==> src/rtl/word_assembly_register.sv <==
// word_assembly_register: byte-serial word register that assembles, extends
// and disassembles a NBYTES x BYTE_W word one byte per clock. It also tracks
// how many bytes are valid and flags overflow and underflow.
//
// Ports:
//   Clock, Reset          rising-edge clock, synchronous active-high reset
//   E                     operation enable (0: state holds, pulses low)
//   FunSel[2:0]           operation select
//   I[BYTE_W-1:0]         input byte
//   DROut[DATA_W-1:0]     assembled word (registered)
//   Count[CNT_W-1:0]      valid bytes held, 0..NBYTES (registered)
//   Full, Empty           occupancy flags, decoded combinationally from Count
//   ByteOut[BYTE_W-1:0]   last unloaded byte (registered, held)
//   ByteValid, Ovf, Udf   one-cycle pulses: unload done, shift-in dropped a
//                         byte, unload attempted while empty
module word_assembly_register #(
    parameter int unsigned BYTE_W = 8,
    parameter int unsigned NBYTES = 4,
    localparam int unsigned DATA_W = BYTE_W * NBYTES,
    localparam int unsigned CNT_W  = $clog2(NBYTES + 1)
) (
    input  logic              Clock,
    input  logic              Reset,
    input  logic              E,
    input  logic [2:0]        FunSel,
    input  logic [BYTE_W-1:0] I,
    output logic [DATA_W-1:0] DROut,
    output logic [CNT_W-1:0]  Count,
    output logic              Full,
    output logic              Empty,
    output logic [BYTE_W-1:0] ByteOut,
    output logic              ByteValid,
    output logic              Ovf,
    output logic              Udf
);

    localparam int unsigned EXT_W = DATA_W - BYTE_W;
    localparam logic [CNT_W-1:0] CNT_MAX = CNT_W'(NBYTES);

    typedef enum logic [2:0] {
        OP_LOAD_SEXT  = 3'b000,
        OP_LOAD_ZEXT  = 3'b001,
        OP_SHIFT_LOW  = 3'b010,
        OP_SHIFT_HIGH = 3'b011,
        OP_CLEAR      = 3'b100,
        OP_HOLD       = 3'b101,
        OP_UNLOAD_LOW = 3'b110,
        OP_UNLOAD_HI  = 3'b111
    } op_e;

    logic [DATA_W-1:0] word_nxt;
    logic [CNT_W-1:0]  cnt_nxt;
    logic [CNT_W-1:0]  cnt_inc;
    logic [CNT_W-1:0]  cnt_dec;
    logic [BYTE_W-1:0] bout_nxt;
    logic              bvalid_nxt;
    logic              ovf_nxt;
    logic              udf_nxt;

    // Occupancy flags straight from the registered count.
    assign Full  = (Count == CNT_MAX);
    assign Empty = (Count == '0);

    // Saturating increment / guarded decrement of occupancy.
    assign cnt_inc = Full ? Count : Count + CNT_W'(1);
    assign cnt_dec = Count - CNT_W'(1);

    // Next-state decode; defaults hold state and keep pulses low.
    always_comb begin
        word_nxt   = DROut;
        cnt_nxt    = Count;
        bout_nxt   = ByteOut;
        bvalid_nxt = 1'b0;
        ovf_nxt    = 1'b0;
        udf_nxt    = 1'b0;
        if (E) begin
            case (op_e'(FunSel))
                OP_LOAD_SEXT: begin
                    word_nxt = {{EXT_W{I[BYTE_W-1]}}, I};
                    cnt_nxt  = CNT_W'(1);
                end
                OP_LOAD_ZEXT: begin
                    word_nxt = {{EXT_W{1'b0}}, I};
                    cnt_nxt  = CNT_W'(1);
                end
                OP_SHIFT_LOW: begin
                    word_nxt = {DROut[EXT_W-1:0], I};
                    cnt_nxt  = cnt_inc;
                    ovf_nxt  = Full;
                end
                OP_SHIFT_HIGH: begin
                    word_nxt = {I, DROut[DATA_W-1:BYTE_W]};
                    cnt_nxt  = cnt_inc;
                    ovf_nxt  = Full;
                end
                OP_CLEAR: begin
                    word_nxt = '0;
                    cnt_nxt  = '0;
                end
                OP_HOLD: begin
                end
                OP_UNLOAD_LOW: begin
                    if (Empty) begin
                        udf_nxt = 1'b1;
                    end else begin
                        bout_nxt   = DROut[BYTE_W-1:0];
                        word_nxt   = {{BYTE_W{1'b0}}, DROut[DATA_W-1:BYTE_W]};
                        cnt_nxt    = cnt_dec;
                        bvalid_nxt = 1'b1;
                    end
                end
                OP_UNLOAD_HI: begin
                    if (Empty) begin
                        udf_nxt = 1'b1;
                    end else begin
                        bout_nxt   = DROut[DATA_W-1:EXT_W];
                        word_nxt   = {DROut[EXT_W-1:0], {BYTE_W{1'b0}}};
                        cnt_nxt    = cnt_dec;
                        bvalid_nxt = 1'b1;
                    end
                end
                default: begin
                end
            endcase
        end
    end

    // State and output registers; reset wins over any sampled operation.
    always_ff @(posedge Clock) begin
        if (Reset) begin
            DROut     <= '0;
            Count     <= '0;
            ByteOut   <= '0;
            ByteValid <= 1'b0;
            Ovf       <= 1'b0;
            Udf       <= 1'b0;
        end else begin
            DROut     <= word_nxt;
            Count     <= cnt_nxt;
            ByteOut   <= bout_nxt;
            ByteValid <= bvalid_nxt;
            Ovf       <= ovf_nxt;
            Udf       <= udf_nxt;
        end
    end

endmodule

==> config.mk <==
export PLATFORM = sky130hd
export DESIGN_NAME = word_assembly_register
export DESIGN_NICKNAME = d
export VERILOG_FILES = /design/src/rtl/word_assembly_register.sv
export SDC_FILE = /design/constraint.sdc
export NUM_CORES = 1
export LEC_CHECK = 0
export CAP_MARGIN = 20
export CORE_MARGIN = 10
export CORE_UTILIZATION = 45
export DETAILED_ROUTE_END_ITERATION = 12
export DONT_BUFFER_PORTS = 1
export PLACE_DENSITY = 0.58
export SYNTH_ARGS = -nofsm -noshare
export SYNTH_HDL_FRONTEND = slang
export SYNTH_SLANG_ARGS = --single-unit
==> constraint.sdc <==
create_clock -name Clock -period 4.2 [get_ports Clock]
set_input_delay 1.26 -clock Clock [delete_from_list [all_inputs] [get_ports Clock]]
set_output_delay 1.26 -clock Clock [all_outputs]
set_load 0.1 [all_outputs]
[Word level (Yosys, flattened, before mapping)]
Cells that the tools add are included.
Word-level totals
  register bits: 46
  output and inout port bits: 48
  input port bits: 14
  logic and storage cells: 46
Cells by class
  bitwise gates (word level): 3
  reduce and logical (&&, ||, !) cells: 13
  equality and inequality tests: 11
  multiplexer cells: 11
  $add $sub $neg: 2
Operators by type and width (number)
  $pmux 32 s7: 1
  $mux 32: 2
  $mux 8: 2
  $pmux 8 s2: 1
  $eq 3x3->1 const B: 4
  $pmux 3 s4: 1
  $reduce_and 4->1: 3
  $ne 2x2->1 const B: 4
  $reduce_bool 7->1: 1
  $eq 3x2->1 const B: 2
  $logic_not 3->1: 2
  $mux 3: 2
  $reduce_or 2->1: 3
  $reduce_or 3->1: 2
  $reduce_bool 4->1: 1
  $add 3x1->3 const B: 1
  $eq 3x1->1 const B: 1
  $not 1->1: 3
  $sub 3x1->3 const B: 1
  $mux 1: 2
  $reduce_bool 2->1: 1

[Longest topological paths before layout]
  depth after elaboration: 4
  mapped depth: 7
  mapped depth without buffers: 6

[Worst setup path after synthesis]
Ideal clock, no wire load.
  path kind: flip-flop to output port
  start point: reg Count[2]
  end point: out Full
  required time: 2.940 ns
  data arrival time: 3.345 ns
  buffers on the path: 0
  setup slack: -0.405 ns
  stages on the path, launching flop included: 2
  path through: dfxtp_1 nor3b_1
On the way
  cells in the longest elaborated chain, start to end: 1
Ends and longest elaborated chain
  start, declared: line 28  | output logic [CNT_W-1:0] Count,
  start signal, assigned: line 139  | Count <= cnt_nxt;
  $eq 3x3->1: line 61  | assign Full = (Count == CNT_MAX);
  end, declared: line 29  | output logic Full,
No other way between the ends.

[Worst setup path after layout]
  start point: reg Count[0]
  end point: out Empty
On the way
  cells in the longest elaborated chain, start to end: 1
Ends and longest elaborated chain
  $logic_not 3->1: line 62  | assign Empty = (Count == '0);
  end, declared: line 30  | output logic Empty,
No other way between the ends.

==> results.py <==
metrics = {
    "sta": {
        "fin_crit_sh": 0.659,
        "fin_setup_tns_ns": 0,
        "fmax_ghz": 0.361,
        "hold_viol_final": 0,
        "slew_headroom": 0.251,
        "finalSetupViolCount": 0,
        "period_needed_ns": 2.77,
        "setup_slack_ns": 1.43,
        "tightest_slew_ns": 1.12,
        "report.final.slew_viol_count": 0,
        "finClkSkew_ns": 0.00722,
        "rsz0062_at_grt": "false",
    },
    "synthesis": {
        "async_reset_ff_frac": 0,
        "syn_inst": 246,
        "ys_warn_count": 0,
        "synth_top_flop_cell": "dfxtp_1",
        "ys_types": 40,
        "synth-edff-count": 0,
        "synth-seq-area-share": 0.388,
        "ys_ff_latch": 46,
        "syn-num-nets": 261,
        "synthesis.area_um2": 2370,
        "synth_area_per_cell_um2": 9.65,
    },
    "routing": {
        "num_vias": 1820,
        "via_per_inst": 5.85,
        "firstDrtPassIters": 4,
        "top_layer": "met4",
        "wl_per_cell_um": 20.3,
        "wl_met2_um": 2940,
        "wl_met3_um": 559,
        "drt-met1-wl_um": 2770,
        "route.antenna.remaining_nets": 0,
        "wl_um": 6320,
        "drt_iter0_markers": 115,
        "drcViolationCount": 0,
    },
    "finish": {
        "nFillCells": 482,
        "final_cell_mix": "dfxtp_1, nor2_1, a211oi_1",
        "fin_util": 0.491,
        "layout.cells.most_common": "dfxtp_1",
        "layout-drive-gt1-share": 0.220,
        "fin_nets": 255,
        "num_antenna_cells": 0,
        "syn2layout_area_growth_pct": 5.64,
        "multiInputGateArea_um2": 1320,
        "ff_latch_area_um2": 921,
    },
    "status": {
        "status": "complete, no violations",
    },
    "floorplan": {
        "core_um2": 5110,
        "start_util": 0.465,
        "die_x_um": 92.6,
        "die_y_um": 92.6,
        "die_area_um2": 8580,
        "ios": 62,
        "rows": 26,
    },
    "clocking": {
        "post_cts_resized": 0,
        "h-tree-depth": 2,
        "cts.sinks": 46,
        "cts_tree": "done",
        "clk_latency_ns": 0.30,
        "clkSlewWorstSetupHoldPaths_ns": 0.09,
        "postCtsSetupBuffers": 0,
        "cts_buffers": 5,
        "cts.path.max_buffers": 2,
        "cts-root-buf": "clkbuf_8",
        "hold_buffers": 0,
    },
    "setup_path": {
        "regToRegSetupSlack_ns": 1.81,
        "worstPathMaxFanout": 6,
        "end_kind": "primary output",
        "crit_chain": "buf_4 -> or3_4 -> clkinv_4",
        "worstSetupStartpointType": "flop",
        "max_stage_delay_ns": 0.45,
        "critPathKind": "flop to primary output",
        "crit_slowest_cell": "or3_4",
        "worstPathRequired_ns": 2.94,
        "cp_data_arrival_time_ns": 1.51,
    },
    "power": {
        "peakVddDrop_uv": 213,
        "power.switching_uw": 558,
        "p_clk_frac": 0.259,
        "p_total_mw": 1.29,
        "swShare": 0.433,
        "powerDensity_nw_per_um2": 514,
        "intPower_uw": 730,
        "comb_power_share": 0.159,
        "p_leak_nw": 0.909,
        "seqPwrFrac": 0.582,
    },
    "global_routing": {
        "antenna_found_initial": 0,
        "overflow": 0,
        "grt_start_max_net_pins": 48,
        "grtUsageTotal": 0.147,
        "grt_pass1_vias": 1698,
        "grt_pass1_wl_um": 10200,
    },
    "place": {
        "pre_cts_slack_ns": 1.11,
        "hpwlAfterDp_um": 4560,
        "place_congestion": 0.760,
        "numPortBuffers": 0,
    },
    "min_path": {
        "hold_class": "flop to flop",
    },
    "flow_run": {
        "max_cap_violations": 0,
    },
}
path summary, 6_finish.rpt:
path	from	endpoint	cells after the start
worst min-delay path	Count[2]	Udf	2
worst max register to register	Count[1]	DROut[10]	6
worst min register to register	Count[2]	Udf	2
worst max-delay path	Count[0]	Empty	3
worst max-delay path, delay by kind of cell, from the launching register on:
kind | cells | cell delay [ns]
buffers and inverters | 2 | 0.46
DFF | 1 | 0.30
and+or+nand+nor | 1 | 0.45
Yosys cell counts (all sizes together) (2+ instances only):
master | n | area, um^2
dfxtp | 46 | 921
nor2 | 34 | 128
a211oi | 32 | 290
nand2 | 21 | 83.8
mux2 | 17 | 191
a221oi | 16 | 140
buf | 13 | 104
nor3 | 12 | 71.3
nand2b | 11 | 68.8
mux2i | 8 | 80.1
clkbuf | 7 | 26.3
a21oi | 3 | 15.0
nor2b | 3 | 18.8
nor3b | 3 | 22.5
a21o | 2 | 22.5
inv | 2 | 7.50
nand3b | 2 | 15.0
per-layer routing:
metal  vias up  global-route usage
met3         4              0.0670
met5         -                   0
met4         0              0.0347
met2        53               0.222
li1        890                   -
met1       873               0.186
cell families after synthesis:
family,share of synthesized area
buffers and inverters,0.0617
xor gates and xnor gates,0.0153
AOI/OAI and AO/OA,0.227
muxes,0.114
adders and majority gates,0.00843
DFF,0.388
and+or+nand+nor,0.185
power groups by stage:
stage,Sequential [mW],Combinational (mW),Clock (mW)
2_1_floorplan,0.760,0.177,0
3_3_place_gp,0.761,0.203,0
3_5_place_dp,0.762,0.204,0
4_1_cts,0.752,0.205,0.343
5_1_grt,0.757,0.224,0.365
6_report,0.750,0.205,0.333
metrics by stage:
step	cell area (um^2)	cells	hold slack (ns)
after global placement	2390	303	0.642
after floorplan	2380	246	0.931
after global routing	2510	311	0.681
after CTS	2510	311	0.645
final	2510	311	0.652
after detailed placement	2390	303	0.629
final cells by class:
class	instances	area share
multi-input cells	177	0.525
flip-flops and latches	46	0.367
well taps	70	0.0349
clock buffers	5	0.0274
repair buffers	7	0.0210
clock inverters	3	0.0175
inverters	3	0.00649
sequential cells by signal, summed over array words and instances (netlist names):
| name | flops |
|---|---|
| Udf | 1 |
| ByteValid | 1 |
| DROut | 32 |
| Count | 3 |
| ByteOut | 8 |
| Ovf | 1 |
Note: power is estimated with default switching activity, not from simulation.
